`src/rtl/control_sequencer_pkg.sv`:
```
// Shared types for the control sequencer: opcode classes, ALU operand
// selects, sequencer states and the registered control word.
package ctrl_pkg;

   localparam logic       CLS_ALU   = 1'b1;
   localparam logic [1:0] CLS_CTRL  = 2'b00;
   localparam logic [2:0] CLS_MEM   = 3'b010;
   localparam logic [2:0] CLS_SPR   = 3'b011;
   localparam logic [3:0] SPR_STORE = 4'b1111;

   localparam logic [1:0] SRC_RT    = 2'b00;
   localparam logic [1:0] SRC_IMM   = 2'b01;
   localparam logic [1:0] SRC_SHAMT = 2'b10;
   localparam logic [1:0] SRC_SPR   = 2'b11;

   typedef enum logic {
      IDLE,
      BURST
   } state_t;

   typedef struct packed {
      logic       call;
      logic       ret;
      logic       branch;
      logic       mem_to_reg;
      logic       mem_src;
      logic       sign_ext_sel;
      logic       reg_write;
      logic       mem_write;
      logic       mem_read;
      logic       oam_write;
      logic [1:0] alu_src;
   } ctrl_word_t;

   localparam ctrl_word_t CTRL_NOP = '0;

endpackage

```
`src/rtl/control_sequencer_if.sv`:
```
// Instruction handshake and registered control-word bundle between
// the fetch side (master) and the control sequencer (slave).
interface control_sequencer_if #(
   parameter int CNT_W = 4
);

   logic             instr_valid;
   logic [5:0]       opcode;
   logic             stall;
   logic             flush;
   logic             instr_ready;
   logic             call;
   logic             ret;
   logic             branch;
   logic             mem_to_reg;
   logic             mem_src;
   logic             sign_ext_sel;
   logic             reg_write;
   logic             mem_write;
   logic             mem_read;
   logic             oam_write;
   logic [1:0]       alu_src;
   logic [CNT_W-1:0] spr_word_idx;
   logic             ctrl_valid;

   modport master (
      output instr_valid, opcode, stall, flush,
      input  instr_ready, call, ret, branch,
      input  mem_to_reg, mem_src, sign_ext_sel,
      input  reg_write, mem_write, mem_read,
      input  oam_write, alu_src, spr_word_idx,
      input  ctrl_valid
   );

   modport slave (
      input  instr_valid, opcode, stall, flush,
      output instr_ready, call, ret, branch,
      output mem_to_reg, mem_src, sign_ext_sel,
      output reg_write, mem_write, mem_read,
      output oam_write, alu_src, spr_word_idx,
      output ctrl_valid
   );

endinterface

```
`src/rtl/control_sequencer_decode.sv`:
```
// Combinational opcode decoder: maps an opcode to one control word and
// flags multi-beat sprite loads for the sequencer.
module control_decode
   import ctrl_pkg::*;
(
   input  logic [5:0] opcode,
   output ctrl_word_t word,
   output logic       spr_load
);

   always_comb begin
      word     = CTRL_NOP;
      spr_load = 1'b0;
      unique case (1'b1)
         (opcode[5] == CLS_ALU): begin
            word.reg_write = 1'b1;
            if (!opcode[1] && opcode[0])
               word.alu_src = SRC_IMM;
            else if (opcode[1] && opcode[2])
               word.alu_src = SRC_SHAMT;
            else
               word.alu_src = SRC_RT;
         end
         (opcode[5:4] == CLS_CTRL): begin
            unique case (1'b1)
               !opcode[2]: begin
                  word.branch  = 1'b1;
                  word.alu_src = SRC_IMM;
               end
               (opcode[2] && !opcode[0]): begin
                  word.call      = 1'b1;
                  word.reg_write = 1'b1;
                  word.mem_write = 1'b1;
               end
               (opcode[2] && opcode[0]): begin
                  word.ret        = 1'b1;
                  word.reg_write  = 1'b1;
                  word.mem_read   = 1'b1;
                  word.mem_to_reg = 1'b1;
                  word.mem_src    = 1'b1;
               end
            endcase
         end
         (opcode[5:3] == CLS_MEM): begin
            word.alu_src      = SRC_IMM;
            word.sign_ext_sel = 1'b1;
            if (!opcode[2]) begin
               word.mem_read   = 1'b1;
               word.mem_to_reg = 1'b1;
               word.reg_write  = 1'b1;
            end else begin
               word.mem_write = 1'b1;
               word.mem_src   = 1'b1;
            end
         end
         (opcode[5:3] == CLS_SPR): begin
            word.oam_write = 1'b1;
            if (opcode[3:0] == SPR_STORE) begin
               word.alu_src = SRC_RT;
            end else begin
               word.mem_read = 1'b1;
               word.mem_src  = 1'b1;
               word.alu_src  = SRC_SPR;
               spr_load      = 1'b1;
            end
         end
      endcase
   end

endmodule

```
`src/rtl/control_sequencer.sv`:
```
// Registers the decoded control word and replays sprite loads as a
// burst of OAM beats, with stall/flush pipeline control.
module control_sequencer
   import ctrl_pkg::*;
#(
   parameter int SPR_WORDS = 4,
   parameter int CNT_W     = 4
) (
   input logic                clk,
   input logic                rst,
   control_sequencer_if.slave bus
);

   localparam logic [CNT_W-1:0] LAST  = CNT_W'(SPR_WORDS - 1);
   localparam bit               MULTI = (SPR_WORDS > 1);

   state_t           state;
   ctrl_word_t       word_q;
   ctrl_word_t       dec_word;
   logic             dec_load;
   logic             valid_q;
   logic             last_beat;
   logic             ready;
   logic [CNT_W-1:0] idx_q;

   control_decode u_dec (
      .opcode   (bus.opcode),
      .word     (dec_word),
      .spr_load (dec_load)
   );

   // Final burst beat frees the slot so the next opcode issues bubble-free
   assign last_beat = (state == IDLE) || (idx_q == LAST);
   assign ready     = !rst && !bus.stall && !bus.flush && last_beat;

   always_ff @(posedge clk) begin
      if (rst || bus.flush) begin
         state   <= IDLE;
         word_q  <= CTRL_NOP;
         valid_q <= 1'b0;
         idx_q   <= '0;
      end else if (!bus.stall) begin
         if (!last_beat) begin
            idx_q <= idx_q + CNT_W'(1);
         end else if (bus.instr_valid) begin
            word_q  <= dec_word;
            valid_q <= 1'b1;
            idx_q   <= '0;
            state   <= (dec_load && MULTI) ? BURST : IDLE;
         end else begin
            word_q  <= CTRL_NOP;
            valid_q <= 1'b0;
            idx_q   <= '0;
            state   <= IDLE;
         end
      end
   end

   assign bus.instr_ready  = ready;
   assign bus.ctrl_valid   = valid_q;
   assign bus.spr_word_idx = idx_q;
   assign bus.call         = word_q.call;
   assign bus.ret          = word_q.ret;
   assign bus.branch       = word_q.branch;
   assign bus.mem_to_reg   = word_q.mem_to_reg;
   assign bus.mem_src      = word_q.mem_src;
   assign bus.sign_ext_sel = word_q.sign_ext_sel;
   assign bus.reg_write    = word_q.reg_write;
   assign bus.mem_write    = word_q.mem_write;
   assign bus.mem_read     = word_q.mem_read;
   assign bus.oam_write    = word_q.oam_write;
   assign bus.alu_src      = word_q.alu_src;

endmodule

```
`src/flat_wrapper.sv`:
```
// flat-port wrapper written by rule: the top's interface ports become plain ports
module control_sequencer_flat import ctrl_pkg::*;
#(
   parameter int SPR_WORDS = 4,
   parameter int CNT_W     = 4
)
  (clk, rst, bus_instr_valid, bus_opcode, bus_stall, bus_flush, bus_instr_ready, bus_call, bus_ret, bus_branch, bus_mem_to_reg, bus_mem_src, bus_sign_ext_sel, bus_reg_write, bus_mem_write, bus_mem_read, bus_oam_write, bus_alu_src, bus_spr_word_idx, bus_ctrl_valid);
  control_sequencer_if #(.CNT_W(CNT_W)) bus_i ();
  input logic clk;
  input logic rst;
  input wire logic [$bits(bus_i.instr_valid)-1:0] bus_instr_valid;
  input wire logic [$bits(bus_i.opcode)-1:0] bus_opcode;
  input wire logic [$bits(bus_i.stall)-1:0] bus_stall;
  input wire logic [$bits(bus_i.flush)-1:0] bus_flush;
  output wire logic [$bits(bus_i.instr_ready)-1:0] bus_instr_ready;
  output wire logic [$bits(bus_i.call)-1:0] bus_call;
  output wire logic [$bits(bus_i.ret)-1:0] bus_ret;
  output wire logic [$bits(bus_i.branch)-1:0] bus_branch;
  output wire logic [$bits(bus_i.mem_to_reg)-1:0] bus_mem_to_reg;
  output wire logic [$bits(bus_i.mem_src)-1:0] bus_mem_src;
  output wire logic [$bits(bus_i.sign_ext_sel)-1:0] bus_sign_ext_sel;
  output wire logic [$bits(bus_i.reg_write)-1:0] bus_reg_write;
  output wire logic [$bits(bus_i.mem_write)-1:0] bus_mem_write;
  output wire logic [$bits(bus_i.mem_read)-1:0] bus_mem_read;
  output wire logic [$bits(bus_i.oam_write)-1:0] bus_oam_write;
  output wire logic [$bits(bus_i.alu_src)-1:0] bus_alu_src;
  output wire logic [$bits(bus_i.spr_word_idx)-1:0] bus_spr_word_idx;
  output wire logic [$bits(bus_i.ctrl_valid)-1:0] bus_ctrl_valid;
  assign bus_i.instr_valid = bus_instr_valid;
  assign bus_i.opcode = bus_opcode;
  assign bus_i.stall = bus_stall;
  assign bus_i.flush = bus_flush;
  assign bus_instr_ready = bus_i.instr_ready;
  assign bus_call = bus_i.call;
  assign bus_ret = bus_i.ret;
  assign bus_branch = bus_i.branch;
  assign bus_mem_to_reg = bus_i.mem_to_reg;
  assign bus_mem_src = bus_i.mem_src;
  assign bus_sign_ext_sel = bus_i.sign_ext_sel;
  assign bus_reg_write = bus_i.reg_write;
  assign bus_mem_write = bus_i.mem_write;
  assign bus_mem_read = bus_i.mem_read;
  assign bus_oam_write = bus_i.oam_write;
  assign bus_alu_src = bus_i.alu_src;
  assign bus_spr_word_idx = bus_i.spr_word_idx;
  assign bus_ctrl_valid = bus_i.ctrl_valid;
  control_sequencer #(.SPR_WORDS(SPR_WORDS), .CNT_W(CNT_W)) u_core (.clk(clk), .rst(rst), .bus(bus_i));
endmodule
```
`config.mk`:
```
export PLATFORM = sky130hd
export DESIGN_NAME = control_sequencer_flat
export DESIGN_NICKNAME = d
export VERILOG_FILES = /design/src/rtl/control_sequencer_pkg.sv /design/src/rtl/control_sequencer_if.sv /design/src/rtl/control_sequencer_decode.sv /design/src/rtl/control_sequencer.sv /design/src/flat_wrapper.sv
export SDC_FILE = /design/constraint.sdc
export NUM_CORES = 1
export LEC_CHECK = 0
export CORE_MARGIN = 2
export CORE_UTILIZATION = 46
export CTS_BUF_LIST = sky130_fd_sc_hd__clkbuf_4
export CTS_CLUSTER_DIAMETER = 120
export CTS_CLUSTER_SIZE = 30
export DETAILED_ROUTE_END_ITERATION = 10
export GPL_TIMING_DRIVEN = 0
export MAX_ROUTING_LAYER = met4
export PLACE_DENSITY_LB_ADDON = 0.2
export SLEW_MARGIN = 20
export SYNTH_ARGS = -nofsm -noshare
export SYNTH_HDL_FRONTEND = slang
export SYNTH_SLANG_ARGS = --single-unit
export TNS_END_PERCENT = 50
```
`constraint.sdc`:
```
create_clock -name clk -period 1.9 [get_ports clk]
set_input_delay 0.38 -clock clk [delete_from_list [all_inputs] [get_ports clk]]
set_output_delay 0.38 -clock clk [all_outputs]
set_load 0.03 [all_outputs]
```
==> flow_metrics.py, run 1 <==
metrics = {
    "timing": {
        "least_margin_pin_slew_ps": 399,
        "hold_slack_ps": 458,
        "finalSetupViolCount": 0,
        "fmax_ghz": 0.543,
        "finalWorstPathRequiredPeriod_ps": 1840,
        "finalClockSkew_ps": 1.60,
        "grt_setup_unrepaired": "no",
        "slew_viol_final": 0,
        "timing.max_slew.rel_slack": 0.734,
        "post-route-period-util": 0.969,
        "setup-tns-final_ps": 0,
        "final_hold_viol_count": 0,
    },
    "setup_path": {
        "highest_fanout_seen_on_the_critical_path": 3,
        "setup.worst_path.class": "register to output pin",
        "critical_path.cell_chain": "buf_4 > clkdlybuf4s50_1",
        "critPathRequiredTime_ps": 1520,
        "crit-reg2reg-capture": "u_core.bus.reg_write",
        "critical_path.top_delay_family": "buffers and inverters",
        "r2r.worst_path.cells": 7,
        "worstSetupStartpointType": "register",
        "worst-endpoint-arrival_ps": 1460,
        "crit_end_category": "output pin",
        "critical-path-max-stage-delay_ps": 660,
        "critPathSlowestCell": "clkdlybuf4s50_1",
        "worst_r2r_startpoint": "u_core.bus.spr_word_idx[0]",
        "worst-r2r-setup-slack_ps": 130,
        "worst-path-buf-inv": 2,
    },
    "synth": {
        "synthTopCellsByArea": "dfxtp_1 42%, a21oi_1 10%, nand2_1 8.7%",
        "asyncSetResetFlopFracSynth": 0,
        "yosys.cell_count.top_type": "nand2_1",
        "cell_taking_the_most_area_after_synthesis": "dfxtp_1",
        "synth_edf_count": 0,
        "synth-seq-area-share": 0.419,
        "synthFlopType": "dfxtp_1",
        "yosys.cell_types.count": 29,
        "netlist_area_sq_um": 861,
        "synth_warnings": 0,
        "ys_seq_elements": 18,
        "synth_top_cells_by_count": "20 x nand2_1, 18 x a21oi_1, 18 x dfxtp_1, 8 x nor2_1, 6 x clkbuf_1",
        "synth_nets": 123,
        "synth_top_area_frac": 0.419,
        "synth_cells": 111,
        "syn_area_per_cell_sq_um": 7.76,
    },
    "floorplan": {
        "die-width_um": 47.3,
        "dieHeight_um": 47.3,
        "dieArea_sq_um": 2230,
        "initial_core_utilization": 0.493,
        "floorplan.rows": 15,
        "ios": 29,
        "core_region_area_sq_um": 1750,
    },
    "pwr": {
        "p_sw_frac": 0.278,
        "power_density_nw_per_um2": 557,
        "clkPwrFrac": 0.285,
        "net_switching_power_figure_mw": 0.196,
        "seq_power_share": 0.544,
        "fin_total_pwr_mw": 0.706,
        "pwr-share-comb": 0.171,
        "p_leak_nw": 0.468,
        "worst_ir_drop_on_vdd_uv": 469,
        "cell_internal_pwr_mw": 0.509,
    },
    "drt": {
        "finalWirelength_um": 2290,
        "drt_first_iter_violations": 20,
        "viasPerCell": 5.30,
        "ant_nets": 0,
        "wl_per_cell_um": 13.5,
        "drcViolationCount": 0,
        "dr.pass1.iters": 4,
        "total_via_count_after_detailed_routing": 896,
    },
    "grt": {
        "pin_count_of_the_biggest_net_entering_global_routing": 11,
        "grt_pass1_wl_um": 3730,
        "vias_in_the_first_global_route": 855,
        "grt.total_usage": 0.247,
        "grt-ovfl-total": 0,
        "antenna_found_initial": 0,
    },
    "clocking": {
        "cts-buffers-inserted": 3,
        "insertion_delay_ps": 300,
        "ctsHtreeMaxLevel": 1,
        "clkTransAtPathRegs_ps": 100,
        "numClockSinks": 18,
        "cts_buffer_depth": 2,
        "cts_tree": "yes",
        "ctsRootBufferMaster": "clkbuf_4",
    },
    "finish": {
        "finish.cell_count_without_fillers": 169,
        "synthesis_to_layout_area_growth_pct": 47.2,
        "final-seq-area_sq_um": 363,
        "largest_reg_flops": 4,
        "multiInputGateArea_sq_um": 503,
        "fillers": 153,
        "insertedDiodeCount": 0,
        "final_nets": 157,
        "postLayoutCellArea_sq_um": 1270,
        "layout-drive-gt1-share": 0.125,
    },
    "place": {
        "placedCellCount": 163,
        "finalWeightedCongestion": 0.842,
        "total_placed_instance_area_sq_um": 1170,
        "port_buffers": 27,
        "detailedPlacementHpwl_um": 1550,
    },
    "flow_run": {
        "cap_violations": 0,
    },
    "hold_path": {
        "hold_path_class": "register to register",
        "worstHoldPathCells": 2,
        "worst_hold_path.endpoint": "u_core.bus.mem_write",
        "worst_hold_startpoint": "u_core.bus.mem_write",
    },
    "status": {
        "run_status": "finished, final reports clean",
    },
}
cells in the final DEF (no fill, tap or decap), types with 3 or more instances in the layout:
master / Yosys / layout
clkdlybuf4s50_1: 0 / 23
nand2_1: 20 / 20
a21oi_1: 18 / 18
dfxtp_1: 18 / 16
nor2_1: 8 / 6
nor3_1: 5 / 5
buf_4: 0 / 5
nand3_1: 4 / 4
clkbuf_1: 6 / 3
nand4_1: 3 / 3
clkbuf_4: 0 / 3
stage by stage:
| step | setup slack, ps | utilization |
|---|---|---|
| CTS | 8.33 | 0.728 |
| global placement | -979 | 0.671 |
| global route | 2.96 | 0.726 |
| finish | 59.5 | 0.726 |
| detailed placement | -1040 | 0.671 |
| floorplan | 27.9 | - |
what timing repair did:
action / CTS / global route
pin swaps: 2 / 1
hold buffers: 0 / 0
buffers inserted: 4 / 1
gates resized for setup: 20 / 4
endpoints found under the setup margin: 4 / 3
how the worst max path moves through the flow:
stage / endpoint / from / cells after the start / slack, ps
final: bus_spr_word_idx[1] / u_core.bus.spr_word_idx[1] / 2 / 60
after global routing: bus_spr_word_idx[1] / u_core.bus.spr_word_idx[1] / 2 / 3
after CTS: bus_instr_ready / bus_flush / 5 / 8
after detailed placement: bus_instr_ready / bus_stall / 6 / -1040
after global placement: bus_instr_ready / bus_stall / 6 / -980
after floorplan: bus_instr_ready / u_core.bus.spr_word_idx[0] / 5 / 30
routing by layer:
layer	GRT usage	wire [um]	vias to the layer above
li1	-	-	454
met1	0.292	999	410
met2	0.408	1150	27
met3	0.0462	101	5
met4	0.100	34	0
met5	-	0	-
power groups by stage:
stage                     clock network (mW)  registers [mW]  logic (mW)
final                                  0.201           0.384       0.121
after global placement                     0           0.392       0.111
after CTS                              0.203           0.384       0.123
after global routing                   0.225           0.385       0.132
after floorplan                            0           0.401      0.0532
after detailed placement                   0           0.393       0.111
logic make-up after synthesis:
group	synth area share
AO/OA/AOI/OAI	0.154
XOR/XNOR	0.0305
adder cells (fa/ha/maj)	0.0145
buffers and inverters	0.0421
flip-flops	0.419
multiplexers	0.0116
AND/OR/NAND/NOR	0.328
cell type report:
class                   count  share of cell area
flip-flops and latches     18               0.286
well taps                  25              0.0247
inverters                   1             0.00296
multi-input cells          84               0.397
repair buffers             32               0.247
clock buffers               3              0.0178
plain buffers               5              0.0217
clock inverters             1             0.00296
worst reg2reg max path: stages (launching register included):
cell and delay, ps:
dfxtp_2 370, ha_4 130, nor4b_4 290, buf_4 170
or2_1 100, buf_2 290, o311ai_0 210, a21oi_1 150
(Power assumes the default switching activity.)
==> run 2: changes to the inputs <==
--- a/config.mk
+++ b/config.mk
@@ -14,7 +14,7 @@
 export GPL_TIMING_DRIVEN = 0
 export MAX_ROUTING_LAYER = met4
 export PLACE_DENSITY_LB_ADDON = 0.2
-export SLEW_MARGIN = 20
+export SLEW_MARGIN = 30
 export SYNTH_ARGS = -nofsm -noshare
 export SYNTH_HDL_FRONTEND = slang
 export SYNTH_SLANG_ARGS = --single-unit
==> results of run 2 <==
The final DEF is identical to that of run 1; final timing and power are the same.
